==> src/rtl/result_streamer_if.sv <==
`timescale 1ns/1ps
// Memory read port and output stream of the result streamer, bundled for port hookup.
// The master side is the streamer; the slave side is the memory and the stream sink.
interface result_streamer_if #(
  parameter int ADDR_W = 7,
  parameter int DATA_W = 34
);
  logic              mem_req;
  logic [ADDR_W-1:0] mem_address;
  logic [DATA_W-1:0] mem_read_data;
  logic              m_valid;
  logic              m_ready;
  logic [DATA_W-1:0] m_data;
  logic              m_last;

  modport master (
    output mem_req, mem_address, m_valid, m_data, m_last,
    input  mem_read_data, m_ready
  );

  modport slave (
    input  mem_req, mem_address, m_valid, m_data, m_last,
    output mem_read_data, m_ready
  );
endinterface

==> src/rtl/result_streamer.sv <==
`timescale 1ns/1ps
// Streams NUM_WORDS result words from the accelerator memory starting at BASE_ADDR,
// using a two-entry prefetch buffer fed by credit-limited synchronous reads.
module result_streamer #(
  parameter int                ADDR_W    = 7,
  parameter int                DATA_W    = 34,
  parameter logic [ADDR_W-1:0] BASE_ADDR = 7'd96,
  parameter int                NUM_WORDS = 8
) (
  input  logic                clk,
  input  logic                rst,
  input  logic                trigger,
  result_streamer_if.master   bus,
  output logic                busy,
  output logic                overrun
);
  localparam int CNT_W = ADDR_W + 1;
  localparam logic [CNT_W-1:0] LAST_IDX = CNT_W'(NUM_WORDS - 1);

  typedef enum logic [1:0] {IDLE = 2'd0, RUN = 2'd1, DRAIN = 2'd2} state_t;

  state_t            state_q, state_d;
  logic [ADDR_W-1:0] addr_q, addr_d;
  logic [CNT_W-1:0]  issue_cnt_q, issue_cnt_d;
  logic              inflight_q, inflight_d;
  logic              inflight_last_q, inflight_last_d;
  logic [1:0]        count_q, count_d;
  logic              wr_ptr_q, wr_ptr_d;
  logic              rd_ptr_q, rd_ptr_d;
  logic              overrun_q, overrun_d;
  logic [DATA_W-1:0] buf_data_q [2];
  logic              buf_last_q [2];

  logic       valid;
  logic       pop;
  logic       push;
  logic       issue;
  logic       last_issue;
  logic [2:0] credit_used;

  assign valid = (count_q != 2'd0);
  assign pop   = valid && bus.m_ready;
  assign push  = inflight_q;
  // A slot freed by this cycle's pop counts as free, so one word per cycle is sustained.
  assign credit_used = 3'(count_q) + 3'(inflight_q) - 3'(pop);
  assign issue       = (state_q == RUN) && (credit_used < 3'd2);
  assign last_issue  = issue && (issue_cnt_q == LAST_IDX);

  always_ff @(posedge clk or negedge rst) begin
    if (!rst) begin
      state_q <= IDLE;
    end else begin
      state_q <= state_d;
    end
  end

  always_comb begin
    state_d = state_q;
    case (state_q)
      IDLE:    if (trigger) state_d = RUN;
      RUN:     if (last_issue) state_d = DRAIN;
      DRAIN:   if (!inflight_q && ((count_q == 2'd0) || (count_q == 2'd1 && pop))) state_d = IDLE;
      default: state_d = IDLE;
    endcase
  end

  always_comb begin
    busy        = (state_q != IDLE);
    bus.mem_req = issue;
    overrun_d   = trigger && (state_q != IDLE);
  end

  always_comb begin
    addr_d      = addr_q;
    issue_cnt_d = issue_cnt_q;
    if (state_q == IDLE && trigger) begin
      addr_d      = BASE_ADDR;
      issue_cnt_d = '0;
    end else if (issue) begin
      addr_d      = addr_q + ADDR_W'(1);
      issue_cnt_d = issue_cnt_q + CNT_W'(1);
    end
    inflight_d      = issue;
    inflight_last_d = last_issue;
    count_d         = count_q + 2'(push) - 2'(pop);
    wr_ptr_d        = wr_ptr_q ^ push;
    rd_ptr_d        = rd_ptr_q ^ pop;
  end

  always_ff @(posedge clk or negedge rst) begin
    if (!rst) begin
      addr_q          <= '0;
      issue_cnt_q     <= '0;
      inflight_q      <= 1'b0;
      inflight_last_q <= 1'b0;
      count_q         <= 2'd0;
      wr_ptr_q        <= 1'b0;
      rd_ptr_q        <= 1'b0;
      overrun_q       <= 1'b0;
    end else begin
      addr_q          <= addr_d;
      issue_cnt_q     <= issue_cnt_d;
      inflight_q      <= inflight_d;
      inflight_last_q <= inflight_last_d;
      count_q         <= count_d;
      wr_ptr_q        <= wr_ptr_d;
      rd_ptr_q        <= rd_ptr_d;
      overrun_q       <= overrun_d;
    end
  end

  for (genvar gi = 0; gi < 2; gi++) begin : g_entry
    logic [DATA_W-1:0] data_d;
    logic              last_d;

    always_comb begin
      data_d = buf_data_q[gi];
      last_d = buf_last_q[gi];
      if (push && (wr_ptr_q == 1'(gi))) begin
        data_d = bus.mem_read_data;
        last_d = inflight_last_q;
      end
    end

    always_ff @(posedge clk or negedge rst) begin
      if (!rst) begin
        buf_data_q[gi] <= '0;
        buf_last_q[gi] <= 1'b0;
      end else begin
        buf_data_q[gi] <= data_d;
        buf_last_q[gi] <= last_d;
      end
    end
  end

  assign bus.mem_address = addr_q;
  assign bus.m_valid     = valid;
  assign bus.m_data      = buf_data_q[rd_ptr_q];
  assign bus.m_last      = valid && buf_last_q[rd_ptr_q];
  assign overrun         = overrun_q;
endmodule
==> src/flat_wrapper.sv <==
// flat-port wrapper written by rule: the top's interface ports become plain ports
module result_streamer_flat 
#(
  parameter int                ADDR_W    = 7,
  parameter int                DATA_W    = 34,
  parameter logic [ADDR_W-1:0] BASE_ADDR = 7'd96,
  parameter int                NUM_WORDS = 8
)
  (clk, rst, trigger, busy, overrun, bus_mem_req, bus_mem_address, bus_m_valid, bus_m_data, bus_m_last, bus_mem_read_data, bus_m_ready);
  result_streamer_if #(.ADDR_W(ADDR_W), .DATA_W(DATA_W)) bus_i ();
  input  logic clk;
  input  logic rst;
  input  logic trigger;
  output logic busy;
  output logic overrun;
  output wire logic [$bits(bus_i.mem_req)-1:0] bus_mem_req;
  output wire logic [$bits(bus_i.mem_address)-1:0] bus_mem_address;
  output wire logic [$bits(bus_i.m_valid)-1:0] bus_m_valid;
  output wire logic [$bits(bus_i.m_data)-1:0] bus_m_data;
  output wire logic [$bits(bus_i.m_last)-1:0] bus_m_last;
  input wire logic [$bits(bus_i.mem_read_data)-1:0] bus_mem_read_data;
  input wire logic [$bits(bus_i.m_ready)-1:0] bus_m_ready;
  assign bus_mem_req = bus_i.mem_req;
  assign bus_mem_address = bus_i.mem_address;
  assign bus_m_valid = bus_i.m_valid;
  assign bus_m_data = bus_i.m_data;
  assign bus_m_last = bus_i.m_last;
  assign bus_i.mem_read_data = bus_mem_read_data;
  assign bus_i.m_ready = bus_m_ready;
  result_streamer #(.ADDR_W(ADDR_W), .DATA_W(DATA_W), .BASE_ADDR(BASE_ADDR), .NUM_WORDS(NUM_WORDS)) u_core (.clk(clk), .rst(rst), .trigger(trigger), .bus(bus_i), .busy(busy), .overrun(overrun));
endmodule
==> config.mk <==
export PLATFORM = sky130hd
export DESIGN_NAME = result_streamer_flat
export DESIGN_NICKNAME = d
export VERILOG_FILES = /design/src/rtl/result_streamer_if.sv /design/src/rtl/result_streamer.sv /design/src/flat_wrapper.sv
export SDC_FILE = /design/constraint.sdc
export NUM_CORES = 1
export LEC_CHECK = 0
export CORE_MARGIN = 1.5
export CORE_UTILIZATION = 50
export DETAILED_ROUTE_END_ITERATION = 10
export GPL_ROUTABILITY_DRIVEN = 0
export PLACE_DENSITY_LB_ADDON = 0.15
export RECOVER_POWER = 50
export SYNTH_ARGS = -nofsm -noshare
export SYNTH_HDL_FRONTEND = slang
export SYNTH_SLANG_ARGS = --single-unit
==> constraint.sdc <==
create_clock -name clk -period 8.98 [get_ports clk]
set_input_delay 1.796 -clock clk [delete_from_list [all_inputs] [get_ports clk]]
set_output_delay 1.796 -clock clk [all_outputs]
set_load 0.01 [all_outputs]
==> out/qor.csv, run 1 <==
metric;value;unit
status;finished with violations;
violations;capacitance limit, slew limit;
grt_pass1_vias;2661;
synth.avg_cell_area;14.09;µm²
cts_tree;built;
hold_path.class;flip-flop to flip-flop;
synthCells;297;
top_layer;met4;
post_cts_resized;0;
io_buffers;83;
clock_latency;0.36;ns
final_cells;489;
antenna_found_initial;0;
fin_total_pwr;1993;µW
syn2layout_area_growth;26.23;%
crit_type;input pin to primary output;
grt_pass1_wl;12570;µm
cts_buffer_depth;2;
fin_crit_sh;72.97;%
tightest_slew;3.445;ns
startpoint_type;input pin;
nNetsFinal;424;
die-area;0.008926;mm²
dr_wl_met3;334;µm
dr.pass1.iters;4;
fin_worst_skew;0.004678;ns
maxSlewViolCount;139;
synthDistinctLibCells;32;
start_util;51.18;%
cts-root-buf;clkbuf_8;
setup_tns;0;ns
timing.hold.ws;0.5080;ns
path_max_fanout;9;
syn_area;0.004184;mm²
syn-num-nets;342;
wl_per_cell;15.85;µm
post-dp-hpwl;5148;µm
crit_required;7.18;ns
maxSlewHeadroom;-129.7;%
drcViolationCount;0;
seq_area_frac_synth;56.22;%
min_period;6.553;ns
via_per_inst;5.227;
hold_violations;0;
arrival;4.76;ns
fp-row-count;33;
ioPinCount;84;
crit_chain;clkdlybuf4s50_1, and2_0, ha_1, inv_1, ha_1, fa_1, or3b_1, nor2_4, clkdlybuf4s50_1;
synth-seq-cells;94;
cpPeakStageDelay;0.58;ns
cts.sinks;94;
ys_warn_count;0;
drtIter0Drc;29;
vias;2556;
cpMaxStageDelayCell;clkdlybuf4s50_1;
coreArea;0.008175;mm²
ctsHoldBuffers;0;
cts_max_level;3;
wl_met1;3491;µm
drv_cap;3;
overflow;0;
ff_latch_area;0.002352;mm²
end_kind;primary output;
wl_met2;3786;µm
ir_drop;0.0001872;V
antennaDiodeCount;0;
clkTransAtPathRegs;0.09;ns
fmax;152.6;MHz
numCtsBuffers;9;
fill_cells;649;
r2r_slack;5.96;ns
p_per_area;377.4;mW/mm²
wl;7750;µm
grt_start_max_net_pins;67;
timing.final.ws_setup;2.427;ns
dp_cells;473;
drive_above_1_share;33.59;%
die_y;94.48;µm
rsz0062_at_grt;no;
die_w;94.48;µm
postCtsSetupBuffers;0;
groute.usage.overall;18.53;%
antenna_left;0;
multi_input_area;0.001732;mm²
pre_cts_ws;2.443;ns
setup_violations;0;
power_leakage;0.002222;µW
sequential cells by signal, indices dropped and copies added, names as in the netlist, 2 cells and up:
signal and flops:
u_core.state_q 2, u_core.count_q 2, u_core.issue_cnt_q 8, u_core.buf_data_q 68, u_core.bus.mem_address 7, u_core.buf_last_q 2
cells in the final DEF, fill, tap and decap left out, drive strengths merged, types with 2 or more instances in the layout:
cell,netlist,layout
and2,3,3
and4bb,2,2
clkbuf,3,11
clkdlybuf4s50,0,81
clkinv,0,3
clkinvlp,0,2
dfrtp,94,94
ha,6,6
inv,9,10
mux2,104,104
mux2i,4,4
nand2,14,14
nand3,5,5
nand4,4,4
nor2,9,9
nor3,2,2
nor4,2,2
o21ai,3,3
xnor2,6,6
xor2,6,6
critical path: cells and delay by family:
family	cells	cell delay, ns
fa+ha+maj	3	0.97
buf+inv	3	1.04
simple gates	3	0.95
metal layers:
layer | vias up | global-route usage (%)
met3 | 11 | 3.704
met4 | 0 | 7.836
met2 | 60 | 30.16
met5 | - | 0
met1 | 1283 | 24.19
li1 | 1202 | -
power by group:
part	total, µW	internal, µW	switching [µW]
logic	983	589	394
registers	730	619	111
clock network	280	129	151
stage by stage:
stage | cell area (µm²) | utilization [%]
5_1_grt | 5281 | 64.60
2_1_floorplan | 4184 | -
3_3_place_gp | 5097 | 62.35
4_1_cts | 5294 | 64.75
6_report | 5281 | 64.60
3_5_place_dp | 5097 | 62.35
worst paths after layout:
path / startpoint / end / cells after the start
max reg2reg: u_core.count_q[1] / u_core.bus.mem_address[5] / 11
max: bus_m_ready / bus_mem_req / 9
min: u_core.inflight_last_q / u_core.buf_last_q[0] / 1
max in group asynchronous: rst / u_core.issue_cnt_q[4] / 2
min reg2reg: u_core.inflight_last_q / u_core.buf_last_q[0] / 1
min in group asynchronous: rst / u_core.buf_data_q[7] / 1
synthesized netlist by cell type:
cell type | n | area share [%]
buf_2 | 5 | 0.60
nand4bb_1 | 1 | 0.27
buf_1 | 5 | 0.45
xor2_1 | 6 | 1.3
ha_1 | 6 | 1.8
o211ai_1 | 1 | 0.18
a21oi_1 | 1 | 0.12
nor2_1 | 8 | 0.72
nor3_1 | 1 | 0.12
fa_1 | 1 | 0.48
o31ai_1 | 1 | 0.18
or4_1 | 1 | 0.18
o21ai_0 | 3 | 0.36
and2_1 | 3 | 0.45
or3b_1 | 1 | 0.21
nor4_2 | 2 | 0.60
and3_1 | 1 | 0.15
dfrtp_1 | 94 | 56
xnor2_1 | 6 | 1.3
mux2i_1 | 4 | 0.96
nor4b_2 | 1 | 0.36
inv_1 | 9 | 0.81
a31o_2 | 1 | 0.21
mux2_2 | 104 | 28
nand3_1 | 5 | 0.60
nor2_4 | 1 | 0.27
nand2_1 | 14 | 1.3
clkbuf_1 | 3 | 0.27
nor3_2 | 1 | 0.24
nand4_1 | 4 | 0.60
buf_6 | 1 | 0.27
and4bb_2 | 2 | 0.60
layout make-up:
cell class / instances / share of cell area, %
inverters: 9 / 0.6397
flip-flops and latches: 94 / 44.54
well taps: 105 / 2.488
clock inverters: 7 / 1.374
repair buffers: 85 / 15.83
multi-input cells: 180 / 32.79
clock buffers: 9 / 2.345
kinds of logic after synthesis:
| logic type | synth area share, % |
|---|---|
| and+or+nand+nor | 6.608 |
| xor gates and xnor gates | 2.512 |
| DFF | 56.22 |
| adders and majority gates | 2.273 |
| muxes | 28.95 |
| buffers and inverters | 2.392 |
| AOI/OAI and AO/OA | 1.047 |
No activity file was read; power rests on OpenSTA's default activity.
==> run 2: changes to the inputs <==
==> constraint.sdc (replaced) <==
create_clock -name clk -period 6.88 [get_ports clk]
set_input_delay 1.376 -clock clk [delete_from_list [all_inputs] [get_ports clk]]
set_output_delay 1.376 -clock clk [all_outputs]
set_load 0.01 [all_outputs]
==> run 2 against run 1 <==
The flow still finishes with violations (capacitance limit, slew limit). Count of clock-buffer cells in the layout rose by 1. Flip-flop and latch count unchanged. Global-route usage hardly changed. Worst setup slack lost 1.3 ns. Critical path type unchanged. Largest cell class unchanged.
==> out/qor.csv, run 2 (same netlist as run 1, synthesis figures left out) <==
metric;value;unit;change
drv_cap;2;;-1
clock_latency;0.35;ns;about the same
startpoint_type;input pin;;
timing.final.ws_setup;1.173;ns;-1.254 ns
setup_tns;0;ns;unchanged
rsz0062_at_grt;no;;
setup_violations;0;;unchanged
die_w;94.48;µm;unchanged
path_max_fanout;9;;unchanged
arrival;4.33;ns;-0.43 ns
wl_per_cell;15.75;µm;-0.62%
end_kind;primary output;;
cpPeakStageDelay;0.58;ns;about the same
grt_start_max_net_pins;67;;unchanged
syn2layout_area_growth;25.78;%;
final_common_cell;mux2_2;;
wl;7702;µm;-0.62%
start_util;51.18;%;unchanged
fp-row-count;33;;unchanged
groute.usage.overall;18.54;%;about the same
hold_violations;0;;unchanged
ctsHoldBuffers;0;;unchanged
antenna_left;0;;unchanged
crit_type;input pin to primary output;;
post_cts_resized;0;;unchanged
dr.pass1.iters;4;;unchanged
maxSlewHeadroom;-14.37;%;+120 points
die_y;94.48;µm;unchanged
antennaDiodeCount;0;;unchanged
coreArea;0.008175;mm²;unchanged
drive_above_1_share;33.59;%;unchanged
fin_crit_sh;82.95;%;
nNetsFinal;424;;unchanged
cts_tree;built;;
post-dp-hpwl;5094;µm;-1.0%
cts_buffer_depth;2;;unchanged
min_period;5.707;ns;
vias;2536;;-0.78%
hold_path.class;flip-flop to flip-flop;;
antenna_found_initial;0;;unchanged
via_per_inst;5.186;;-0.78%
die-area;0.008926;mm²;unchanged
tightest_slew;1.716;ns;-1.730 ns
grt_pass1_wl;12830;µm;+2.0%
numCtsBuffers;9;;unchanged
p_per_area;485.7;mW/mm²;+29%
fmax;175.2;MHz;
crit_chain;clkdlybuf4s50_1, and2_0, ha_1, inv_1, ha_1, fa_1, or3b_1, nor2_4, clkdlybuf4s50_1;;
violations;capacitance limit, slew limit;;
postCtsSetupBuffers;0;;unchanged
crit_required;5.50;ns;-1.68 ns
layout_common_cells;mux2_2 (104), dfrtp_1 (94), clkdlybuf4s50_1 (81);;
ioPinCount;84;;unchanged
cts.sinks;94;;unchanged
drtIter0Drc;72;;+150%
io_buffers;83;;unchanged
clkTransAtPathRegs;0.09;ns;about the same
final_cells;489;;unchanged
grt_pass1_vias;2688;;+1.0%
cts-root-buf;clkbuf_8;;
cpMaxStageDelayCell;clkdlybuf4s50_1;;
largest_register_ffs;68;;unchanged
status;finished with violations;;
dp_cells;473;;unchanged
power_leakage;0.002213;µW;-0.41%
fin_worst_skew;0.008446;ns;+0.003768 ns
pre_cts_ws;1.193;ns;-1.250 ns
drcViolationCount;0;;unchanged
largest_register;u_core.buf_data_q;;
overflow;0;;unchanged
cts_max_level;3;;unchanged
ir_drop;0.0002693;V;+44%
maxSlewViolCount;72;;-48%
==> run 2: cell types whose count changed in the layout (fill, tap and decap cells not counted), sizes merged <==
cell | previous run | this run
buf | 1 | 2
bufinv | 1 | 0
==> run 2: final timing paths <==
check,startpoint,to,slack (ns),cells after the start
worst max-delay path,bus_m_ready,bus_mem_req,1.17,9
worst max register to register,u_core.count_q[1],u_core.issue_cnt_q[7],3.86,11
max in group asynchronous,rst,u_core.buf_data_q[64],3.97,2
min in group asynchronous,rst,u_core.buf_data_q[8],1.36,1
worst min-delay path,u_core.inflight_last_q,u_core.buf_last_q[1],0.50,1
worst min register to register,u_core.inflight_last_q,u_core.buf_last_q[1],0.50,1
==> run 2: worst max-delay path: cells and delay by family <==
kind                       cells  cell delay, ns
adders and majority gates      3            0.96
buffers and inverters          3            1.05
and+or+nand+nor                3            0.95
==> run 2: area by class of cell <==
class | instances | area (µm²)
Clock buffer | 10 | 127.6
Fill cell | 647 | 2913
Tap cell | 105 | 131.4
Sequential cell | 94 | 2352
Multi-Input combinational cell | 180 | 1732
Inverter | 9 | 33.78
Clock inverter | 6 | 46.29
Timing Repair Buffer | 85 | 839.6
==> run 2: power breakdown <==
part / switching [µW] / total (µW) / internal (µW)
combinational: 497 / 1270 / 769
clock: 195 / 328 / 134
sequential: 154 / 961 / 807
==> run 2: through the flow <==
step                      hold WS, ns  util (%)  cell area, µm²  total power, µW
after floorplan                0.4737         -            4184             1738
after global placement         0.4826     62.35            5097             2218
after detailed placement       0.4883     62.35            5097             2253
after CTS                      0.4964     64.48            5271             2590
after global routing           0.5190     64.37            5263             2741
final                          0.5026     64.37            5263             2556
==> run 2: per-layer routing <==
metal,part of all wire (%),global-route usage [%],up-vias
met2,48,30.40,58
met5,0,0,-
met1,46,24.21,1263
met4,1.4,6.841,0
met3,4.9,4.026,9
li1,-,-,1206
